[src/rtl/alu_pkg.sv]
// Shared types and constants for the ALU calculator front end.
package alu_pkg;

    // Per-button debounce FSM states; the level output is 1 in PRESSED and RELEASE_CHECK.
    typedef enum logic [1:0] {
        DB_IDLE,
        DB_PRESS_CHECK,
        DB_PRESSED,
        DB_RELEASE_CHECK
    } db_state_t;

    // 10 ms at 100 MHz.
    localparam int unsigned DEBOUNCE_CYCLES_DEFAULT = 1_000_000;

endpackage

[src/rtl/debounce_channel.sv]
// One push-button channel: 2-flop synchronizer, stability counter,
// 4-state debounce FSM, and registered press pulse / debounced level.
module debounce_channel
    import alu_pkg::*;
#(
    parameter int unsigned DEBOUNCE_CYCLES = DEBOUNCE_CYCLES_DEFAULT
) (
    input  logic clk_i,
    input  logic rst_ni,
    input  logic btn_i,
    output logic pulse_o,
    output logic level_o
);

    localparam int unsigned CNT_W = $clog2(DEBOUNCE_CYCLES);
    localparam logic [CNT_W-1:0] CNT_LAST = CNT_W'(DEBOUNCE_CYCLES - 1);

    logic             sync1_q;
    logic             sync2_q;
    db_state_t        state_q;
    logic [CNT_W-1:0] cnt_q;
    logic             pulse_q;
    logic             level_q;

    // Bring the asynchronous button into the clock domain; only sync2_q is used below.
    always_ff @(posedge clk_i or negedge rst_ni) begin
        if (!rst_ni) begin
            sync1_q <= 1'b0;
            sync2_q <= 1'b0;
        end else begin
            sync1_q <= btn_i;
            sync2_q <= sync1_q;
        end
    end

    // Debounce FSM: the counter clears on every state change and counts confirming
    // samples in a CHECK state; pulse fires only on PRESS_CHECK -> PRESSED.
    always_ff @(posedge clk_i or negedge rst_ni) begin
        if (!rst_ni) begin
            state_q <= DB_IDLE;
            cnt_q   <= '0;
            pulse_q <= 1'b0;
            level_q <= 1'b0;
        end else begin
            pulse_q <= 1'b0;
            case (state_q)
                DB_IDLE: begin
                    if (sync2_q) begin
                        state_q <= DB_PRESS_CHECK;
                        cnt_q   <= '0;
                    end
                end
                DB_PRESS_CHECK: begin
                    if (!sync2_q) begin
                        state_q <= DB_IDLE;
                        cnt_q   <= '0;
                    end else if (cnt_q == CNT_LAST) begin
                        state_q <= DB_PRESSED;
                        cnt_q   <= '0;
                        pulse_q <= 1'b1;
                        level_q <= 1'b1;
                    end else begin
                        cnt_q <= cnt_q + CNT_W'(1);
                    end
                end
                DB_PRESSED: begin
                    if (!sync2_q) begin
                        state_q <= DB_RELEASE_CHECK;
                        cnt_q   <= '0;
                    end
                end
                DB_RELEASE_CHECK: begin
                    if (sync2_q) begin
                        state_q <= DB_PRESSED;
                        cnt_q   <= '0;
                    end else if (cnt_q == CNT_LAST) begin
                        state_q <= DB_IDLE;
                        cnt_q   <= '0;
                        level_q <= 1'b0;
                    end else begin
                        cnt_q <= cnt_q + CNT_W'(1);
                    end
                end
                default: begin
                    state_q <= DB_IDLE;
                    cnt_q   <= '0;
                    level_q <= 1'b0;
                end
            endcase
        end
    end

    assign pulse_o = pulse_q;
    assign level_o = level_q;

endmodule

[src/rtl/button_conditioner.sv]
// Conditions BTNC and BTND into step/back pulses and debounced levels for the
// ALU control FSM. The two channels are fully independent; simultaneous presses
// may pulse in the same cycle and are left for the consumer to arbitrate.
module button_conditioner
    import alu_pkg::*;
#(
    parameter int unsigned DEBOUNCE_CYCLES = DEBOUNCE_CYCLES_DEFAULT
) (
    input  logic CLK100MHZ,
    input  logic CPU_RESETN,
    input  logic BTNC,
    input  logic BTND,
    output logic btnc_pulse,
    output logic btnd_pulse,
    output logic btnc_level,
    output logic btnd_level
);

    debounce_channel #(
        .DEBOUNCE_CYCLES(DEBOUNCE_CYCLES)
    ) u_chan_c (
        .clk_i  (CLK100MHZ),
        .rst_ni (CPU_RESETN),
        .btn_i  (BTNC),
        .pulse_o(btnc_pulse),
        .level_o(btnc_level)
    );

    debounce_channel #(
        .DEBOUNCE_CYCLES(DEBOUNCE_CYCLES)
    ) u_chan_d (
        .clk_i  (CLK100MHZ),
        .rst_ni (CPU_RESETN),
        .btn_i  (BTND),
        .pulse_o(btnd_pulse),
        .level_o(btnd_level)
    );

endmodule

[config.mk]
export PLATFORM = sky130hd
export DESIGN_NAME = button_conditioner
export DESIGN_NICKNAME = d
export VERILOG_FILES = /design/src/rtl/alu_pkg.sv /design/src/rtl/debounce_channel.sv /design/src/rtl/button_conditioner.sv
export SDC_FILE = /design/constraint.sdc
export NUM_CORES = 1
export LEC_CHECK = 0
export BUFFER_PORTS_ARGS = -buffer_cell sky130_fd_sc_hd__buf_2
export CAP_MARGIN = 20
export CORE_MARGIN = 5
export CORE_UTILIZATION = 40
export CTS_CLUSTER_DIAMETER = 120
export DETAILED_ROUTE_END_ITERATION = 8
export SLEW_MARGIN = 20
export SYNTH_ARGS = -nofsm -noshare
export SYNTH_HDL_FRONTEND = slang
export SYNTH_HIERARCHICAL = 1
export SYNTH_SLANG_ARGS = --single-unit
[constraint.sdc]
create_clock -name CLK100MHZ -period 5.07 [get_ports CLK100MHZ]
set_input_delay 0.507 -clock CLK100MHZ [delete_from_list [all_inputs] [get_ports CLK100MHZ]]
set_output_delay 0.507 -clock CLK100MHZ [all_outputs]
set_load 0.02 [all_outputs]
==> impl_results.md, run 1 <==
* Status: finished clean
* Pins over their slew limit at 0
* Worst-path clk slew at 0.09 ns
* Met1 Usage GRT at 19.9%
* Sequential area share after synthesis at 45.7%
* Routed len/inst at 14.4 µm
* Vias per cell at 5.60
* Root Buffer: clkbuf_8
* Endpoints failing setup at 0
* MaxCap Viol Count at 0
* Clock Tree Buf Depth at 2
* Max Freq at 419 MHz
* Final hold viol count at 0
* Die Area at 8900 µm²
* Slowest cell on the critical path: a31oi_2
* Unique masters post-synth at 41
* FF+latch count, synth at 52
* Worst slew pin tran at 1.05 ns
* Post-CTS Hold Buffers at 0
* Most frequent cells in the layout: dfrtp_1 (52), nand2_1 (30), a31oi_1 (22), nor2_1 (14), nand3_1 (14)
* Grt met2 use at 19.8%
* Antenna Nets Post-Route at 0
* Hpwl dp at 3740 µm
* Synth warnings at 6
* Fin nets at 294
* CTS Sinks at 52
* FP Rows at 30
* H-tree levels at 2
* Layout cell share with drive strength beyond 1 at 16.3%
* Syn nets at 290
* Placed cells at 377
* Pleak at 1.25 nW
* Top Registers: u_chan_c/cnt_q x20, u_chan_d/cnt_q x20
* Worst-path fanout max at 24
* Final WL at 5550 µm
* Drt first pass iters at 5
* CP peak stage delay at 0.78 ns
* DRC errors left at 0
* Setup tns final at 0 ns
* Clock skew at 0.00570 ns
* Area Growth Syn to Fin at 4.93%
* Hold crit path type: in -> async
* Largest net degree at the start of global routing at 53
* Grt peak-use layer: met1
* Critical setup path kind: reg -> reg
* RSZ-0062 raised after global routing: false
* Worst vdd ir at 0.000162 V
* Starting Density at 41.4%
* Tcrit/Tclk final at 47.1%
* Initial antenna violation count at 0
* Smallest hold slack at 0.311 ns
* Skew-Pair Late Insertion Delay at 0.30 ns
* First-pass GRT wire length at 9660 µm
* Core Area at 6870 µm²
* Slew HR at 29.5%
* Final GP Congestion at 0.783
* Power per cell area at 364 nW/µm²
* Non-filler instance count after layout at 385
* Crit start category: flop
* Post-CTS Setup Inserts at 0
* Routed vias at 2,156
* Met3 GRT Util at 2.87%
* Critical Path End Type: flop
* Critical Path AT at 2.61 ns
* Min Tclk post-route at 2.39 ns
* Critical Path RT at 5.29 ns
* Num CTS Buffers at 5
* GR Util All Layers at 13.5%
* Post-Syn Instances at 284
* PostCTS Resize Cnt at 0
* IO Count at 8
* CTS tree: yes
* Die width at 94.3 µm
* IO buf count at 7
* Die H at 94.3 µm
* Synthesized area at 2850 µm²
* Diode count at 0
* Commonest non-fill, non-tap cell in the layout: dfrtp_1
* Number of global-route vias before repair at 1,970
* DR iter-0 viols at 121
* Syn_area_per_cell at 10.0 µm²
* Crit-path cells: ha_1 > nand4_1 > nor2_1 > a31oi_2 > or2b_2 > a31oi_1
* Total congestion overflow at 0
## layout make-up
class                      count  area (µm²)
timing repair buffer           9        50.0
fill                         657        3880
multi-input combinational    212        1390
inverter                       8        30.0
tap                           96         120
sequential                    52        1300
clock buffer                   8        90.1
## stage by stage
stage | total power, W | util [%] | worst slack [ns] | instance area, µm²
2_1_floorplan | 0.000809 | - | 3.13 | 2850
3_3_place_gp | 0.000851 | 42.1 | 2.75 | 2900
3_5_place_dp | 0.000857 | 42.1 | 2.71 | 2900
4_1_cts | 0.00110 | 43.5 | 2.68 | 2990
5_1_grt | 0.00116 | 43.5 | 2.45 | 2990
6_report | 0.00109 | 43.5 | 2.68 | 2990
## per-layer routing
| layer | up-vias | wire length [µm] |
|---|---|---|
| met1 | 1046 | 2980 |
| met3 | 2 | 156 |
| met2 | 25 | 2370 |
| li1 | 1083 | - |
| met4 | 0 | 35 |
| met5 | - | 0 |
## synthesized netlist by cell type
library cell	number	area (µm²)
nor4_1	6	37.5
nand4_1	8	50.1
nor3_4	2	32.5
nand2b_2	2	17.5
a31o_2	2	17.5
a31o_1	2	17.5
o211a_1	2	20.0
xnor2_1	2	17.5
nand2_1	30	113
or2b_2	8	70.1
inv_1	8	30.0
a31oi_1	22	138
a22o_1	8	70.1
a21o_2	2	17.5
clkbuf_1	2	7.51
and3_1	8	50.1
buf_6	10	113
a21boi_0	2	15.0
nor4_2	4	50.1
nand3_1	14	70.1
dfrtp_1	52	1300
a41oi_1	6	52.6
a31oi_2	2	25.0
o21a_1	2	15.0
and4b_1	2	20.0
nor2_1	14	52.6
and2_1	2	12.5
a211o_1	4	35.0
ha_1	2	25.0
or2_2	2	12.5
o21ai_0	12	60.1
or4_4	2	22.5
nor3_1	6	30.0
nor3_2	2	20.0
o31a_1	2	17.5
a21oi_1	8	40.0
mux2_1	2	22.5
nand3_2	2	20.0
and3_2	2	15.0
o21ai_1	8	40.0
xor2_1	6	52.6
## kinds of logic (layout without fill, tap and decap cells)
group	count (synthesis)	in the layout	synth area share [%]
AO/OA/AOI/OAI	84	84	20.4
flip-flops	52	52	45.7
buffers and inverters	20	25	5.28
XOR/XNOR	8	8	2.46
multiplexers	2	2	0.792
adder cells (fa/ha/maj)	2	2	0.879
AND/OR/NAND/NOR	116	116	24.5
## power by group
group,switching (W),internal (W)
Clock,0.000129,0.000112
Sequential,0.0000398,0.000452
Combinational,0.000227,0.000128
Total,0.000396,0.000692
## path summary, 6_finish.rpt
path,startpoint,to,slack [ns],cells past startpoint
max in group asynchronous,CPU_RESETN,u_chan_d/cnt_q[11]$_DFFE_PN0P_,4.32,2
setup / recovery,u_chan_d/cnt_q[0]$_DFFE_PN0P_,u_chan_d/cnt_q[2]$_DFFE_PN0P_,2.68,6
min in group CLK100MHZ,BTND,u_chan_d/sync1_q$_DFF_PN0_,0.31,1
setup reg to reg,u_chan_d/cnt_q[0]$_DFFE_PN0P_,u_chan_d/cnt_q[2]$_DFFE_PN0P_,2.68,6
hold / removal,CPU_RESETN,u_chan_c/level_o$_DFFE_PN0P_,0.31,2
hold reg to reg,u_chan_c/sync1_q$_DFF_PN0_,u_chan_c/sync2_q$_DFF_PN0_,0.37,0
## critical path, delay by kind of cell, from the launching register on
kind | cells | cell delay (ns)
AO/OA/AOI/OAI | 2 | 0.94
AND/OR/NAND/NOR | 3 | 0.70
flip-flops | 1 | 0.42
adder cells (fa/ha/maj) | 1 | 0.25
No activity file was read; power rests on OpenSTA's default activity.
==> run 2, diff against run 1 <==
Settings changed: ABC_AREA set to 1.
Clock period 5.07 ns to 2.2 ns, I/O delays scaled along.
==> run 2 against run 1 <==
- critical path depth grew 2
- sequential cell count did not move
- clock power rose to 2.8 times the previous value
- hold slack lost 0.29 ns
- maximum frequency increased by 48%
==> impl_results.md, run 2 <==
* Worst slew pin tran at 0.494 ns (-0.561 ns)
* Area contributors post-synth: dfrtp_1 (41%), nand2_1 (17%), nor2_1 (6.1%)
* Unique masters post-synth at 24 (-41%)
* CTS tree: yes
* Synth Area in Compound Gates at 5.63% (-15 points)
* Worst vdd ir at 0.000465 V (+190%)
* Critical Path End Type: flop
* Post-synth top cells: nand2_1 (148), dfrtp_1 (52), nor2_1 (52)
* Core Area at 7770 µm² (+13%)
* Hpwl dp at 5090 µm (+36%)
* Synth top area share at 40.7% (-5.1 points)
* FP Rows at 32 (+6.7%)
* Slew HR at 67.1% (+38 points)
* Most frequent cells in the layout: nand2_1 (148), nor2_1 (52), dfrtp_1 (52), inv_1 (48), nand3_1 (28)
* RSZ-0062 raised after global routing: false
* Slowest cell on the critical path: dfrtp_1
* Area Growth Syn to Fin at 8.48%
* Post-synthesis mux area share at 0.625% (-0.17 points)
* CTS Sinks at 52 (unchanged)
* Synthesized area at 3200 µm² (+12%)
* Status: finished clean
* Final WL at 6760 µm (+22%)
* Vias per cell at 4.87 (-13%)
* Largest family of logic cells by synthesized area: simple AND/OR/NAND/NOR gates
* First-pass GRT wire length at 12,200 µm (+26%)
* PostCTS Resize Cnt at 0 (unchanged)
* Min Tclk post-route at 1.62 ns (-0.773 ns)
* Top Registers: u_chan_c/cnt_q x20, u_chan_d/cnt_q x20
* Num CTS Buffers at 5 (unchanged)
* Post-synthesis simple-gate area fraction at 42.5% (+18 points)
* Synth Area in Adders at 0.782% (-0.098 points)
* Reg2Reg Setup Slack at 0.58 ns (-2.10 ns)
* Number of global-route vias before repair at 2,677 (+36%)
* Pleak at 1.57 nW (+25%)
* Worst path most repeated cell: nand2_1
* Fin nets at 460 (+56%)
* Routed len/inst at 12.1 µm (-16%)
* Critical Path RT at 2.40 ns (-2.89 ns)
* Drt first pass iters at 4 (-1)
* Post-Syn Instances at 440 (+55%)
* Final hold viol count at 0 (unchanged)
* Post-CTS Setup Inserts at 0 (unchanged)
* Critical Path AT at 1.82 ns (-0.79 ns)
* Commonest non-fill, non-tap cell in the layout: nand2_1
* Post-CTS Hold Buffers at 2 (+2)
* Worst-path clk slew at 0.09 ns (about the same)
* Clock skew at 0.0155 ns (+0.00983 ns)
* Layout cell share with drive strength beyond 1 at 11.6% (-4.6 points)
* FF+latch count, synth at 52 (unchanged)
* Routed vias at 2,713 (+26%)
* GR Util All Layers at 14.8% (+1.3 points)
* IO buf count at 7 (unchanged)
* Root Buffer: clkbuf_8
* Post-synth EDFFs at 0 (unchanged)
* Smallest hold slack at 0.0202 ns (-0.290 ns)
* Skew-Pair Late Insertion Delay at 0.31 ns (about the same)
* Hold crit path type: in -> reg
* Cell family with most CP delay: simple AND/OR/NAND/NOR gates
* Sequential area share after synthesis at 40.7% (-5.1 points)
* Die Area at 9890 µm² (+11%)
* Critical setup path kind: reg -> reg
* Starting Density at 41.2% (-0.22 points)
* Main synth FF type: dfrtp_1
* Total congestion overflow at 0 (unchanged)
* Die H at 99.5 µm (+5.4%)
* Syn nets at 446 (+54%)
* Fill count at 814 (+24%)
* Synth warnings at 6 (unchanged)
* Largest area contributor in the netlist: dfrtp_1
* H-tree levels at 2 (unchanged)
* Tcrit/Tclk final at 73.5% (+26 points)
* Syn_area_per_cell at 7.27 µm² (-27%)
* DR iter-0 viols at 66 (-45%)
* Power per cell area at 654 nW/µm² (+80%)
* CP peak stage delay at 0.41 ns (-0.37 ns)
* Pins over their slew limit at 0 (unchanged)
* Fraction of registers with async set/reset at 100% (unchanged)
* MaxCap Viol Count at 0 (unchanged)
* Crit-path cells: ha_1 > nand3_4 > nor2_8 > nand3_4 > nand2_2 > nand2_1 > nand2_1 > nand2_1
* Clock Tree Buf Depth at 2 (unchanged)
* Xor-xnor portion of the synthesized cell area at 2.74% (+0.27 points)
* Final GP Congestion at 0.853 (+8.9%)
* Diode count at 0 (unchanged)
* Worst-path fanout max at 13 (-46%)
* DRC errors left at 0 (unchanged)
* Largest net degree at the start of global routing at 22 (-58%)
* Max Freq at 619 MHz (+48%)
* Endpoints failing setup at 0 (unchanged)
* Antenna Nets Post-Route at 0 (unchanged)
* Die width at 99.5 µm (+5.4%)
* Setup tns final at 0 ns (unchanged)
* IO Count at 8 (unchanged)
* CP bufs+invs at 0 (unchanged)
* Initial antenna violation count at 0 (unchanged)
* Top-count cell post-synth: nand2_1
* Crit start category: flop
## run 2: per-layer routing
metal | wire, µm | global-route usage [%]
met4 | 76 | 4.10
met2 | 3410 | 26.4
met1 | 3130 | 18.1
met3 | 149 | 2.59
met5 | 0 | 0
## run 2: area by class of cell
cell class,instances,area (µm²),area share [%]
multi-input combinational,334,1670,48.2
sequential,52,1300,37.5
inverter,50,188,5.41
tap,102,128,3.68
timing repair buffer,11,70.1,2.02
clock buffer,5,68.8,1.98
clock inverter,3,42.5,1.23
## run 2: final timing paths
check,from,end,cells after the start
min,BTND,u_chan_d/sync1_q$_DFF_PN0_,1
min reg2reg,u_chan_c/sync1_q$_DFF_PN0_,u_chan_c/sync2_q$_DFF_PN0_,0
max,u_chan_d/cnt_q[0]$_DFFE_PN0P_,flop,8
max reg2reg,u_chan_d/cnt_q[0]$_DFFE_PN0P_,flop,8
max in group asynchronous,CPU_RESETN,u_chan_d/cnt_q[2]$_DFFE_PN0P_,3
min in group asynchronous,CPU_RESETN,u_chan_c/cnt_q[8]$_DFFE_PN0P_,2
## run 2: metrics by stage
step           setup WS [ns]  util, %  std cells  instance area (µm²)  power (W)
2_1_floorplan          0.812        -        440                 3200    0.00152
3_3_place_gp           0.653     43.0        547                 3340    0.00162
3_5_place_dp           0.609     43.0        547                 3340    0.00163
4_1_cts                0.584     44.7        557                 3470    0.00230
5_1_grt                0.422     44.7        557                 3470    0.00241
6_report               0.583     44.7        557                 3470    0.00227
## run 2: power breakdown
group          switching, W  internal [W]  leakage (nW)
sequential        0.0000835       0.00103         0.705
clock              0.000325      0.000337        0.0541
combinational      0.000358      0.000138         0.810
## run 2: kinds of logic after synthesis
kind of cell	after synthesis
flops	52
mux	2
xor+xnor	10
compound gates	34
simple gates	286
buf+inv	54
fa+ha+maj	2
